### config.mk
export PLATFORM = sky130hd
export DESIGN_NAME = cpu_run_ctrl
export DESIGN_NICKNAME = d
export VERILOG_FILES = /design/src/rtl/cpu_run_ctrl_pkg.sv /design/src/rtl/pb_debounce.sv /design/src/rtl/cpu_run_ctrl.sv
export SDC_FILE = /design/constraint.sdc
export NUM_CORES = 1
export LEC_CHECK = 0
export CAP_MARGIN = 0
export CORE_ASPECT_RATIO = 0.8
export CORE_MARGIN = 5
export CORE_UTILIZATION = 58
export CTS_CLUSTER_SIZE = 25
export DETAILED_ROUTE_END_ITERATION = 6
export GPL_ROUTABILITY_DRIVEN = 1
export MAX_ROUTING_LAYER = met4
export PLACE_DENSITY = 0.87
export SLEW_MARGIN = 40
export SYNTH_ARGS = -nofsm -noshare
export SYNTH_HDL_FRONTEND = slang
export SYNTH_SLANG_ARGS = --single-unit
### constraint.sdc
create_clock -name clk -period 2.8 [get_ports clk]
set_input_delay 0.28 -clock clk [delete_from_list [all_inputs] [get_ports clk]]
set_output_delay 0.28 -clock clk [all_outputs]
set_load 0.01 [all_outputs]
### src/rtl/cpu_run_ctrl_pkg.sv
// cpu_run_ctrl_pkg: shared run-state encoding and front-panel button indices
package cpu_run_ctrl_pkg;
  typedef enum logic [1:0] {
    HALTED = 2'd0,
    RUN    = 2'd1,
    STEP   = 2'd2,
    SRST   = 2'd3
  } run_state_e;
  localparam int PB_RUN  = 0;
  localparam int PB_STEP = 1;
  localparam int PB_SRST = 2;
  localparam int PB_NEXT = 3;
  localparam int PB_PREV = 4;
endpackage

### src/rtl/pb_debounce.sv
// pb_debounce: one button -> 2-flop sync, debounce counter, 1-cycle press pulse
//   clk, rst_n : system clock, async active-low reset
//   pb         : raw asynchronous button
//   press      : 1-cycle pulse one cycle after the debounced level rises
module pb_debounce #(
  parameter int DEB_CYCLES = 20000,
  parameter int DEB_W      = 15
) (
  input  logic clk,
  input  logic rst_n,
  input  logic pb,
  output logic press
);
  logic             r_s1, r_s2, r_deb, r_deb_d, r_press;
  logic [DEB_W-1:0] r_cnt;
  logic             w_diff, w_flip;
  assign w_diff = r_s2 ^ r_deb;
  assign w_flip = w_diff && (r_cnt == DEB_W'(DEB_CYCLES - 1));
  always_ff @(posedge clk or negedge rst_n) begin
    if (!rst_n) begin
      r_s1    <= 1'b0;
      r_s2    <= 1'b0;
      r_cnt   <= '0;
      r_deb   <= 1'b0;
      r_deb_d <= 1'b0;
      r_press <= 1'b0;
    end else begin
      r_s1    <= pb;
      r_s2    <= r_s1;
      r_cnt   <= (w_diff && !w_flip) ? r_cnt + 1'b1 : '0;
      r_deb   <= r_deb ^ w_flip;
      r_deb_d <= r_deb;
      r_press <= r_deb & ~r_deb_d;
    end
  end
  assign press = r_press;
endmodule

### src/rtl/cpu_run_ctrl.sv
// cpu_run_ctrl: front-panel run/halt/step/soft-reset controller and LED view selector
//   clk, rst_n : system clock, async active-low reset
//   pb[4:0]    : raw buttons {prev, next, srst, step, run}
//   halt_req   : CPU retired HALT (level)
//   cpu_en     : CPU clock enable
//   cpu_rst_n  : sync active-low CPU reset
//   disp_sel   : LED view select
//   run_state  : current state encoding
module cpu_run_ctrl
  import cpu_run_ctrl_pkg::*;
#(
  parameter int DEB_CYCLES  = 20000,
  parameter int DEB_W       = 15,
  parameter int SRST_CYCLES = 16
) (
  input  logic       clk,
  input  logic       rst_n,
  input  logic [4:0] pb,
  input  logic       halt_req,
  output logic       cpu_en,
  output logic       cpu_rst_n,
  output logic [1:0] disp_sel,
  output logic [1:0] run_state
);
  localparam int SW = $clog2(SRST_CYCLES + 1);
  logic [4:0]    w_press;
  run_state_e    r_state, w_state_nx;
  logic [SW-1:0] r_cnt, w_cnt_nx;
  logic [1:0]    r_disp;
  for (genvar i = 0; i < 5; i++) begin : g_deb
    pb_debounce #(.DEB_CYCLES(DEB_CYCLES), .DEB_W(DEB_W)) u_deb (
      .clk  (clk),
      .rst_n(rst_n),
      .pb   (pb[i]),
      .press(w_press[i])
    );
  end
  always_ff @(posedge clk or negedge rst_n) begin
    if (!rst_n) begin
      r_state <= SRST;
      r_cnt   <= '0;
    end else begin
      r_state <= w_state_nx;
      r_cnt   <= w_cnt_nx;
    end
  end
  // The counter only matters in SRST; every entry into SRST starts it at 0.
  always_comb begin
    w_state_nx = r_state;
    w_cnt_nx   = '0;
    case (r_state)
      SRST: begin
        if (!w_press[PB_SRST] && r_cnt == SW'(SRST_CYCLES - 1)) w_state_nx = HALTED;
        else if (!w_press[PB_SRST]) w_cnt_nx = r_cnt + 1'b1;
      end
      HALTED: w_state_nx = w_press[PB_SRST] ? SRST :
                           w_press[PB_RUN]  ? RUN  :
                           w_press[PB_STEP] ? STEP : HALTED;
      RUN:    w_state_nx = w_press[PB_SRST] ? SRST :
                           (w_press[PB_RUN] || halt_req) ? HALTED : RUN;
      STEP:   w_state_nx = w_press[PB_SRST] ? SRST : HALTED;
      default: w_state_nx = SRST;
    endcase
  end
  always_ff @(posedge clk or negedge rst_n) begin
    if (!rst_n) r_disp <= 2'd0;
    else if (w_press[PB_NEXT] ^ w_press[PB_PREV])
      r_disp <= w_press[PB_NEXT] ? r_disp + 2'd1 : r_disp - 2'd1;
  end
  assign cpu_en    = (r_state == RUN) || (r_state == STEP);
  assign cpu_rst_n = r_state != SRST;
  assign run_state = r_state;
  assign disp_sel  = r_disp;
endmodule

==> results of run 1 <==
Yosys cell counts, types with 3 or more instances:
| cell | count |
|---|---|
| nor4b_1 | 3 |
| nand4_1 | 26 |
| xor2_1 | 46 |
| nand2_1 | 18 |
| nand3_1 | 25 |
| ha_1 | 12 |
| and2_1 | 3 |
| and3_1 | 5 |
| xnor2_1 | 29 |
| inv_1 | 14 |
| mux2_2 | 4 |
| a21oi_1 | 3 |
| clkbuf_1 | 9 |
| nor2b_1 | 6 |
| nor3_1 | 9 |
| nor4_1 | 8 |
| nand2b_1 | 3 |
| nor2_1 | 86 |
| and4_1 | 14 |
| dfrtp_1 | 107 |
layer usage:
| metal | up-vias | track usage | wire length, µm | part of all wire |
|---|---|---|---|---|
| li1 | 1551 | - | - | - |
| met1 | 1504 | 0.2142 | 3702 | 0.48 |
| met2 | 29 | 0.2753 | 3721 | 0.48 |
| met3 | 6 | 0.05526 | 261 | 0.034 |
| met4 | 0 | 0.04304 | 67 | 0.0086 |
| met5 | - | - | 0 | 0 |
cell type report:
class / instances / area, µm² / area share
clock buffers: 11 / 141.4 / 0.02673
clock inverters: 5 / 60.06 / 0.01135
inverters: 14 / 52.55 / 0.009934
multi-input cells: 314 / 2013 / 0.3806
flip-flops and latches: 109 / 2730 / 0.5161
well taps: 108 / 135.1 / 0.02554
repair buffers: 15 / 157.7 / 0.02980
critical path, cell delays in order, from the launching register on:
cell and delay (ns):
dfstp_2 0.60, inv_1 0.08, ha_1 0.31, clkdlybuf4s50_1 0.54
power by group through the flow:
stage	registers, µW	logic (µW)	clock network [µW]
final	1620	95.4	948
after global routing	1620	114	1050
after CTS	1620	98.9	976
after detailed placement	1650	97.3	0
after global placement	1650	94.1	0
after floorplan	1650	46.9	0
how the worst min path moves through the flow:
| stage | endpoint | depth (start not counted) |
|---|---|---|
| 3_5_place_dp | g_deb[2].u_deb.r_s2 | 0 |
| 6_report | g_deb[0].u_deb.r_s1 | 1 |
| 5_1_grt | g_deb[0].u_deb.r_s1 | 1 |
| 3_3_place_gp | g_deb[2].u_deb.r_s2 | 0 |
| 2_1_floorplan | asynchronous set/reset pin | 0 |
| 4_1_cts | g_deb[0].u_deb.r_s1 | 1 |
registers in the layout, summed over array words and instances, names as in the netlist, named ones only:
signal,cells
g_deb.u_deb.r_s2,5
disp_sel,2
g_deb.u_deb.r_deb_d,5
run_state,2
g_deb.u_deb.r_s1,5
g_deb.u_deb.press,5
r_cnt,5
g_deb.u_deb.r_cnt,75
repair_timing:
action / CTS / global route
endpoints found under the hold margin: 51 / 0
hold buffers: 1 / 0
setup endpoints to repair: 0 / 0
through the flow:
step	utilization	hold slack, ns	instance area (µm²)	setup slack, ns
finish	0.6567	0.3288	5290	0.6138
global route	0.6567	0.3099	5290	0.5321
CTS	0.6567	0.3194	5290	0.5847
detailed placement	0.6305	0.3347	5079	0.8627
global placement	0.6305	0.3334	5079	0.8974
floorplan	-	-0.01559	4845	0.9427
cell families (layout without fill, tap and decap cells):
kind of cell,Yosys count,after routing,share of synthesized area
mux,5,5,0.01240
buf+inv,25,45,0.02092
compound gates,9,9,0.01162
simple gates,213,213,0.2250
xor+xnor,75,75,0.1356
fa+ha+maj,12,12,0.03099
flops,109,109,0.5635
==> flow_summary.html, run 1 <==
<table>
<tr><th>Metric</th><th>Value</th></tr>
<tr><th colspan="2">Clocking</th></tr>
<tr><td># resized after CTS</td><td>0</td></tr>
<tr><td>Maximum count of clock buffers along a single path</td><td>2</td></tr>
<tr><td>Post-CTS Setup Bufs</td><td>0</td></tr>
<tr><td>Worst-path clk slew</td><td>0.10 ns</td></tr>
<tr><td>Clock insertion delay at the later pin of the skew report</td><td>0.38 ns</td></tr>
<tr><td>Root buffer cell</td><td>clkbuf_8</td></tr>
<tr><td>Clock Sinks</td><td>109</td></tr>
<tr><td>CTS H-Tree Depth</td><td>3</td></tr>
<tr><td>Number of clock buffers inserted by TritonCTS</td><td>9</td></tr>
<tr><td>TritonCTS clock tree</td><td>built</td></tr>
<tr><th colspan="2">Worst hold path</th></tr>
<tr><td>Start point of the worst min-delay path</td><td>pb[0]</td></tr>
<tr><td>Worst hold path class</td><td>in2reg</td></tr>
<tr><th colspan="2">STA</th></tr>
<tr><td>Final setup vio count</td><td>0</td></tr>
<tr><td>Final Hold Vio Count</td><td>0</td></tr>
<tr><td>Post-route fraction of the period consumed by the critical path</td><td>0.7808</td></tr>
<tr><td>Final count of pins violating max slew</td><td>0</td></tr>
<tr><td>Fmax</td><td>457.4 MHz</td></tr>
<tr><td>Transition time of the tightest slew-check pin</td><td>roughly 0.67 ns</td></tr>
<tr><td>Worst max-slew margin expressed relative to the limit</td><td>0.5561</td></tr>
<tr><td>Setup repair after global routing missed its margin</td><td>false</td></tr>
<tr><td>Min cycle time layout</td><td>2.186 ns</td></tr>
<tr><td>Setup TNS</td><td>0 ns</td></tr>
<tr><td>Worst clock skew on the final layout</td><td>roughly 0.015 ns</td></tr>
<tr><th colspan="2">Critical path</th></tr>
<tr><td>Crit path launch</td><td>run_state[0]</td></tr>
<tr><td>Worst path arrival time</td><td>1.91 ns</td></tr>
<tr><td>Worst reg-to-reg path cell count</td><td>4</td></tr>
<tr><td>Worst endpoint required time</td><td>roughly 2.5 ns</td></tr>
<tr><td>Critical path capture point type</td><td>primary output</td></tr>
<tr><td>CP max FO</td><td>6</td></tr>
<tr><td>Reg-to-reg startpoint</td><td>g_deb[2].u_deb.r_cnt[12]</td></tr>
<tr><td>Worst Setup Path Type</td><td>reg2out</td></tr>
<tr><td>Reg2reg setup slack</td><td>0.86 ns</td></tr>
<tr><td>Reg-to-Reg End</td><td>g_deb[2].u_deb.r_cnt[8]</td></tr>
<tr><td>Destination of the critical timing path</td><td>cpu_en</td></tr>
<tr><td>CP Launch Type</td><td>flip-flop</td></tr>
<tr><th colspan="2">Global routing</th></tr>
<tr><td>Overall routing resource usage</td><td>0.1719</td></tr>
<tr><td>Number of global-route vias before repair</td><td>3182</td></tr>
<tr><td>Largest net degree at the start of global routing</td><td>57</td></tr>
<tr><td>First-pass GRT wire length</td><td>14.12 mm</td></tr>
<tr><td>Total congestion overflow</td><td>0</td></tr>
<tr><td>Initial antenna violation count</td><td>0</td></tr>
<tr><th colspan="2">Yosys</th></tr>
<tr><td>Top area cells in the synthesized netlist</td><td>dfrtp_1 (55%), xor2_1 (8.3%), nor2_1 (6.7%)</td></tr>
<tr><td>Ys flop type</td><td>dfrtp_1</td></tr>
<tr><td>Synthesized Nets</td><td>approximately 470</td></tr>
<tr><td>Synth top area share</td><td>0.5527</td></tr>
<tr><td>Post-synthesis instance total</td><td>448</td></tr>
<tr><td>Synth Area per Inst</td><td>approximately 11 µm²</td></tr>
<tr><td>Number of synthesized flops with an enable pin</td><td>0</td></tr>
<tr><td>Total number of yosys warnings</td><td>0</td></tr>
<tr><td>Total standard cell area after synthesis</td><td>4845 µm²</td></tr>
<tr><td>Number of distinct library cells after synthesis</td><td>34</td></tr>
<tr><td>Library cell with the largest summed area after synthesis</td><td>dfrtp_1</td></tr>
<tr><td>Share of synthesized registers carrying an async set or reset</td><td>1.000</td></tr>
<tr><td>Flops &amp; latches, synth</td><td>approximately 110</td></tr>
<tr><td>Sequential-to-total area share from yosys stat</td><td>0.5635</td></tr>
<tr><th colspan="2">Routing</th></tr>
<tr><td>Drt wl/cell</td><td>~13 µm</td></tr>
<tr><td>Detailed-route vias per instance</td><td>5.365</td></tr>
<tr><td>Post-route antenna net violation count</td><td>0</td></tr>
<tr><td>Overall via count from detail_route</td><td>3090</td></tr>
<tr><td>Detailed-routing iteration count for the pre-antenna-repair pass</td><td>4</td></tr>
<tr><td>Iteration-0 DRC count of the detailed router</td><td>182</td></tr>
<tr><td>Remaining design rule violation count</td><td>0</td></tr>
<tr><td>Total wire length</td><td>7.752 mm</td></tr>
<tr><th colspan="2">Final layout</th></tr>
<tr><td>Final non-filler cell total</td><td>576</td></tr>
<tr><td>Nets</td><td>about 480</td></tr>
<tr><td>Ant. Diodes</td><td>0</td></tr>
<tr><td>Most used cells in the layout excluding fill and tap cells</td><td>dfrtp_1 (107), nor2_1 (86), xor2_1 (46)</td></tr>
<tr><td>Total of fill cells in the finished design</td><td>625</td></tr>
<tr><td>Commonest non-fill, non-tap cell in the layout</td><td>dfrtp_1</td></tr>
<tr><td>Area growth from synthesis to layout</td><td>9.194%</td></tr>
<tr><td>Share of post-route cells with drive strength above 1</td><td>0.05556</td></tr>
<tr><th colspan="2">Pwr</th></tr>
<tr><td>PD cells</td><td>503.4 nW/µm²</td></tr>
<tr><td>Power Internal</td><td>2071 µW</td></tr>
<tr><td>Largest voltage drop on the vdd net</td><td>0.3573 mV</td></tr>
<tr><td>Total power of the final layout</td><td>between 2000 and 3000 µW</td></tr>
<tr><td>Switching component of the power</td><td>591.8 µW</td></tr>
<tr><td>Lkg Pwr</td><td>0.002349 µW</td></tr>
<tr><td>Clock share of power</td><td>0.356</td></tr>
<tr><td>Seq pwr share</td><td>0.608</td></tr>
<tr><td>Sw Share</td><td>0.2222</td></tr>
<tr><td>Comb power frac</td><td>0.036</td></tr>
<tr><th colspan="2">Die</th></tr>
<tr><td>Initial standard-cell utilization of the core</td><td>0.6014</td></tr>
<tr><td>Die area</td><td>between 10000 and 15000 µm²</td></tr>
<tr><td>Number of top-level pins</td><td>14</td></tr>
<tr><td>Cell Rows</td><td>29</td></tr>
<tr><td>Die Span Y</td><td>91.75 µm</td></tr>
<tr><td>Chip Width</td><td>112.2 µm</td></tr>
<tr><td>Core region area</td><td>8055 µm²</td></tr>
<tr><th colspan="2">Place</th></tr>
<tr><td>Estimated wirelength of the detail-placed design</td><td>between 5 and 6 mm</td></tr>
<tr><td># port buffers</td><td>13</td></tr>
<tr><td>Final Wtd Congestion</td><td>just over 0.8</td></tr>
<tr><td>Instance count after placement with tap cells included</td><td>559</td></tr>
<tr><th colspan="2">Status</th></tr>
<tr><td>Result of the run</td><td>finished clean</td></tr>
<tr><th colspan="2">Flow run</th></tr>
<tr><td>Reported max-cap violation count</td><td>0</td></tr>
</table>
Note: power is estimated with default switching activity, not from simulation.
==> run 2: changes to the inputs <==
Clock period 2.8 ns to 2.1 ns, I/O delays scaled along.
==> run 2 against run 1 <==
Combinational power increased by 36%. Wire length increased by 4.5%. Global-route usage rose by 0.79 points. Critical path depth unchanged. Sequential power grew 33%. Flip-flop and latch count did not move. Cell count grew 0.52%. First-iteration DRC count grew 36%. Sequential share of layout area is 0.72 points lower. Critical path type unchanged. Largest cell class unchanged. Largest power group unchanged.
==> flow_summary.html, run 2 (same netlist as run 1, synthesis figures left out) <==
<table>
<tr><th>Metric</th><th>Value</th></tr>
<tr><th colspan="2">Die</th></tr>
<tr><td>Chip Width</td><td>112.2 µm (unchanged)</td></tr>
<tr><td>Initial standard-cell utilization of the core</td><td>0.6014 (unchanged)</td></tr>
<tr><td>Die area</td><td>10290 µm² (unchanged)</td></tr>
<tr><td>Number of top-level pins</td><td>14 (unchanged)</td></tr>
<tr><td>Core region area</td><td>8055 µm² (unchanged)</td></tr>
<tr><td>Cell Rows</td><td>29 (unchanged)</td></tr>
<tr><td>Die Span Y</td><td>91.75 µm (unchanged)</td></tr>
<tr><th colspan="2">STA</th></tr>
<tr><td>Transition time of the tightest slew-check pin</td><td>0.5001 ns (was 0.6658 ns)</td></tr>
<tr><td>Final count of pins violating max slew</td><td>0 (unchanged)</td></tr>
<tr><td>Fmax</td><td>498.6 MHz</td></tr>
<tr><td>Worst clock skew on the final layout</td><td>0.01295 ns (was 0.01511 ns)</td></tr>
<tr><td>Post-route fraction of the period consumed by the critical path</td><td>0.9551</td></tr>
<tr><td>Min cycle time layout</td><td>2.006 ns</td></tr>
<tr><td>Worst max-slew margin expressed relative to the limit</td><td>0.6666 (was 0.5561)</td></tr>
<tr><td>Final setup vio count</td><td>0 (unchanged)</td></tr>
<tr><td>Final Hold Vio Count</td><td>0 (unchanged)</td></tr>
<tr><td>Setup TNS</td><td>0 ns (unchanged)</td></tr>
<tr><td>Setup repair after global routing missed its margin</td><td>false (unchanged)</td></tr>
<tr><th colspan="2">Final layout</th></tr>
<tr><td>Total of fill cells in the finished design</td><td>615 (was 625)</td></tr>
<tr><td>Nets</td><td>486 (was 483)</td></tr>
<tr><td>Top reg by flops</td><td>g_deb.u_deb.r_cnt (unchanged)</td></tr>
<tr><td>Number of flip-flops in the largest register</td><td>75 (unchanged)</td></tr>
<tr><td>Most used cells in the layout excluding fill and tap cells</td><td>dfrtp_1 (107), nor2_1 (86), xor2_1 (46) (unchanged)</td></tr>
<tr><td>Commonest non-fill, non-tap cell in the layout</td><td>dfrtp_1 (unchanged)</td></tr>
<tr><td>Share of post-route cells with drive strength above 1</td><td>0.06369 (was 0.05556)</td></tr>
<tr><td>Ant. Diodes</td><td>0 (unchanged)</td></tr>
<tr><td>Area growth from synthesis to layout</td><td>10.74% (was 9.194%)</td></tr>
<tr><th colspan="2">Global routing</th></tr>
<tr><td>Total congestion overflow</td><td>0 (unchanged)</td></tr>
<tr><td>First-pass GRT wire length</td><td>14.77 mm (was 14.12 mm)</td></tr>
<tr><td>Largest net degree at the start of global routing</td><td>53 (was 57)</td></tr>
<tr><td>Number of global-route vias before repair</td><td>3262 (was 3182)</td></tr>
<tr><td>Initial antenna violation count</td><td>0 (unchanged)</td></tr>
<tr><td>Overall routing resource usage</td><td>0.1798 (was 0.1719)</td></tr>
<tr><th colspan="2">Clocking</th></tr>
<tr><td>CTS H-Tree Depth</td><td>3 (unchanged)</td></tr>
<tr><td>Number of clock buffers inserted by TritonCTS</td><td>9 (unchanged)</td></tr>
<tr><td>Maximum count of clock buffers along a single path</td><td>2 (unchanged)</td></tr>
<tr><td>Root buffer cell</td><td>clkbuf_8 (unchanged)</td></tr>
<tr><td>Clock insertion delay at the later pin of the skew report</td><td>0.38 ns (about the same)</td></tr>
<tr><td>Worst-path clk slew</td><td>0.11 ns (was 0.10 ns)</td></tr>
<tr><td>TritonCTS clock tree</td><td>built (unchanged)</td></tr>
<tr><td>Clock Sinks</td><td>109 (unchanged)</td></tr>
<tr><th colspan="2">Routing</th></tr>
<tr><td>Detailed-route vias per instance</td><td>5.473 (was 5.365)</td></tr>
<tr><td>Post-route antenna net violation count</td><td>0 (unchanged)</td></tr>
<tr><td>Iteration-0 DRC count of the detailed router</td><td>248 (was 182)</td></tr>
<tr><td>Total wire length</td><td>8.102 mm (was 7.752 mm)</td></tr>
<tr><td>Remaining design rule violation count</td><td>0 (unchanged)</td></tr>
<tr><td>Drt wl/cell</td><td>13.99 µm (was 13.46 µm)</td></tr>
<tr><td>Overall via count from detail_route</td><td>3169 (was 3090)</td></tr>
<tr><td>Detailed-routing iteration count for the pre-antenna-repair pass</td><td>4 (unchanged)</td></tr>
<tr><th colspan="2">Place</th></tr>
<tr><td>Estimated wirelength of the detail-placed design</td><td>5.374 mm (was 5.405 mm)</td></tr>
<tr><td># port buffers</td><td>13 (unchanged)</td></tr>
<tr><td>Final Wtd Congestion</td><td>0.8385 (was 0.8282)</td></tr>
<tr><th colspan="2">Status</th></tr>
<tr><td>Result of the run</td><td>finished clean (unchanged)</td></tr>
<tr><th colspan="2">Pwr</th></tr>
<tr><td>Largest voltage drop on the vdd net</td><td>0.4936 mV (was 0.3573 mV)</td></tr>
<tr><td>PD cells</td><td>714.0 nW/µm² (was 503.4 nW/µm²)</td></tr>
<tr><td>Total power of the final layout</td><td>3831 µW (was 2663 µW)</td></tr>
<tr><td>Lkg Pwr</td><td>0.002392 µW (was 0.002349 µW)</td></tr>
<tr><th colspan="2">Flow run</th></tr>
<tr><td>Reported max-cap violation count</td><td>0 (unchanged)</td></tr>
<tr><th colspan="2">Critical path</th></tr>
<tr><td>Worst Setup Path Type</td><td>reg2out (unchanged)</td></tr>
<tr><td>Critical path capture point type</td><td>primary output (unchanged)</td></tr>
<tr><td>Worst path arrival time</td><td>1.80 ns (was 1.91 ns)</td></tr>
<tr><td>CP max FO</td><td>2 (was 6)</td></tr>
<tr><td>Worst endpoint required time</td><td>1.89 ns (was 2.52 ns)</td></tr>
<tr><td>CP Launch Type</td><td>flip-flop (unchanged)</td></tr>
<tr><th colspan="2">Worst hold path</th></tr>
<tr><td>Worst hold path class</td><td>in2reg (unchanged)</td></tr>
</table>
-- run 2: cell types whose count changed in the layout (fill, tap and decap cells not counted), sizes merged --
cell,previous run,this run
clkbuf,11,9
inv,15,17
bufinv,1,3
clkinv,2,1
clkinvlp,1,0
buf,2,5
-- run 2: path summary, 6_finish.rpt --
check	start	to	slack, ns	cells past startpoint
hold reg to reg	g_deb[3].u_deb.r_s1	g_deb[3].u_deb.r_s2	0.35	0
setup reg to reg	g_deb[2].u_deb.r_cnt[7]	g_deb[2].u_deb.r_cnt[7]	0.15	4
setup / recovery	run_state[1]	cpu_en	0.09	3
hold / removal	pb[1]	g_deb[1].u_deb.r_s1	0.27	1
max in group asynchronous	rst_n	g_deb[3].u_deb.r_cnt[10]	1.12	3
min in group asynchronous	rst_n	g_deb[4].u_deb.r_cnt[5]	0.30	2
-- run 2: worst max-delay path, cell delays in order, from the launching register on --
cell	delay, ns
dfstp_2	0.55
inv_1	0.06
ha_1	0.28
clkdlybuf4s50_1	0.53
-- run 2: through the flow --
step	instance area [µm²]	utilization	worst slack, ns	std cells	hold slack (ns)
2_1_floorplan	4845	-	0.2427	448	-0.08559
3_3_place_gp	5086	0.6314	0.1953	560	0.1661
3_5_place_dp	5086	0.6314	0.1525	560	0.1703
4_1_cts	5365	0.6660	0.05844	579	0.2471
5_1_grt	5365	0.6660	0.004371	579	0.2361
6_report	5365	0.6660	0.09420	579	0.2659
-- run 2: power breakdown --
group          total [µW]  switching, µW  internal, µW  leakage (µW)
Clock                1540            726           814      0.000128
Sequential           2160           29.4          2130       0.00148
Combinational         130           85.4          45.0      0.000784
Total                3830            841          2990       0.00239
-- run 2: layout make-up --
| class | count | area (µm²) | area share |
|---|---|---|---|
| flip-flops and latches | 109 | 2730 | 0.5089 |
| clock inverters | 7 | 130.1 | 0.02425 |
| multi-input cells | 314 | 2013 | 0.3752 |
| clock buffers | 9 | 123.9 | 0.02309 |
| well taps | 108 | 135.1 | 0.02519 |
| repair buffers | 18 | 180.2 | 0.03358 |
| inverters | 14 | 52.55 | 0.009795 |
-- run 2: what timing repair did --
action                     4_1_cts  5_1_grt
hold buffers                     1        0
setup endpoints to repair        1        0
resized for setup                0        0
hold endpoints to repair        30        0
buffers inserted                 2        0
-- run 2: metal layers --
metal  wire [µm]  up-vias  GRT usage
met4          96        0    0.05806
met1        3754     1552     0.2243
met3         318       12    0.05724
met2        3933       54     0.2813
li1            -     1551          -
met5           0        -          -
==> run 3: changes to the inputs <==
Settings changed: ABC_CLOCK_PERIOD_IN_PS set to 2100.
==> results of run 3 <==
Final layout, timing and power as in run 2 (identical DEF).
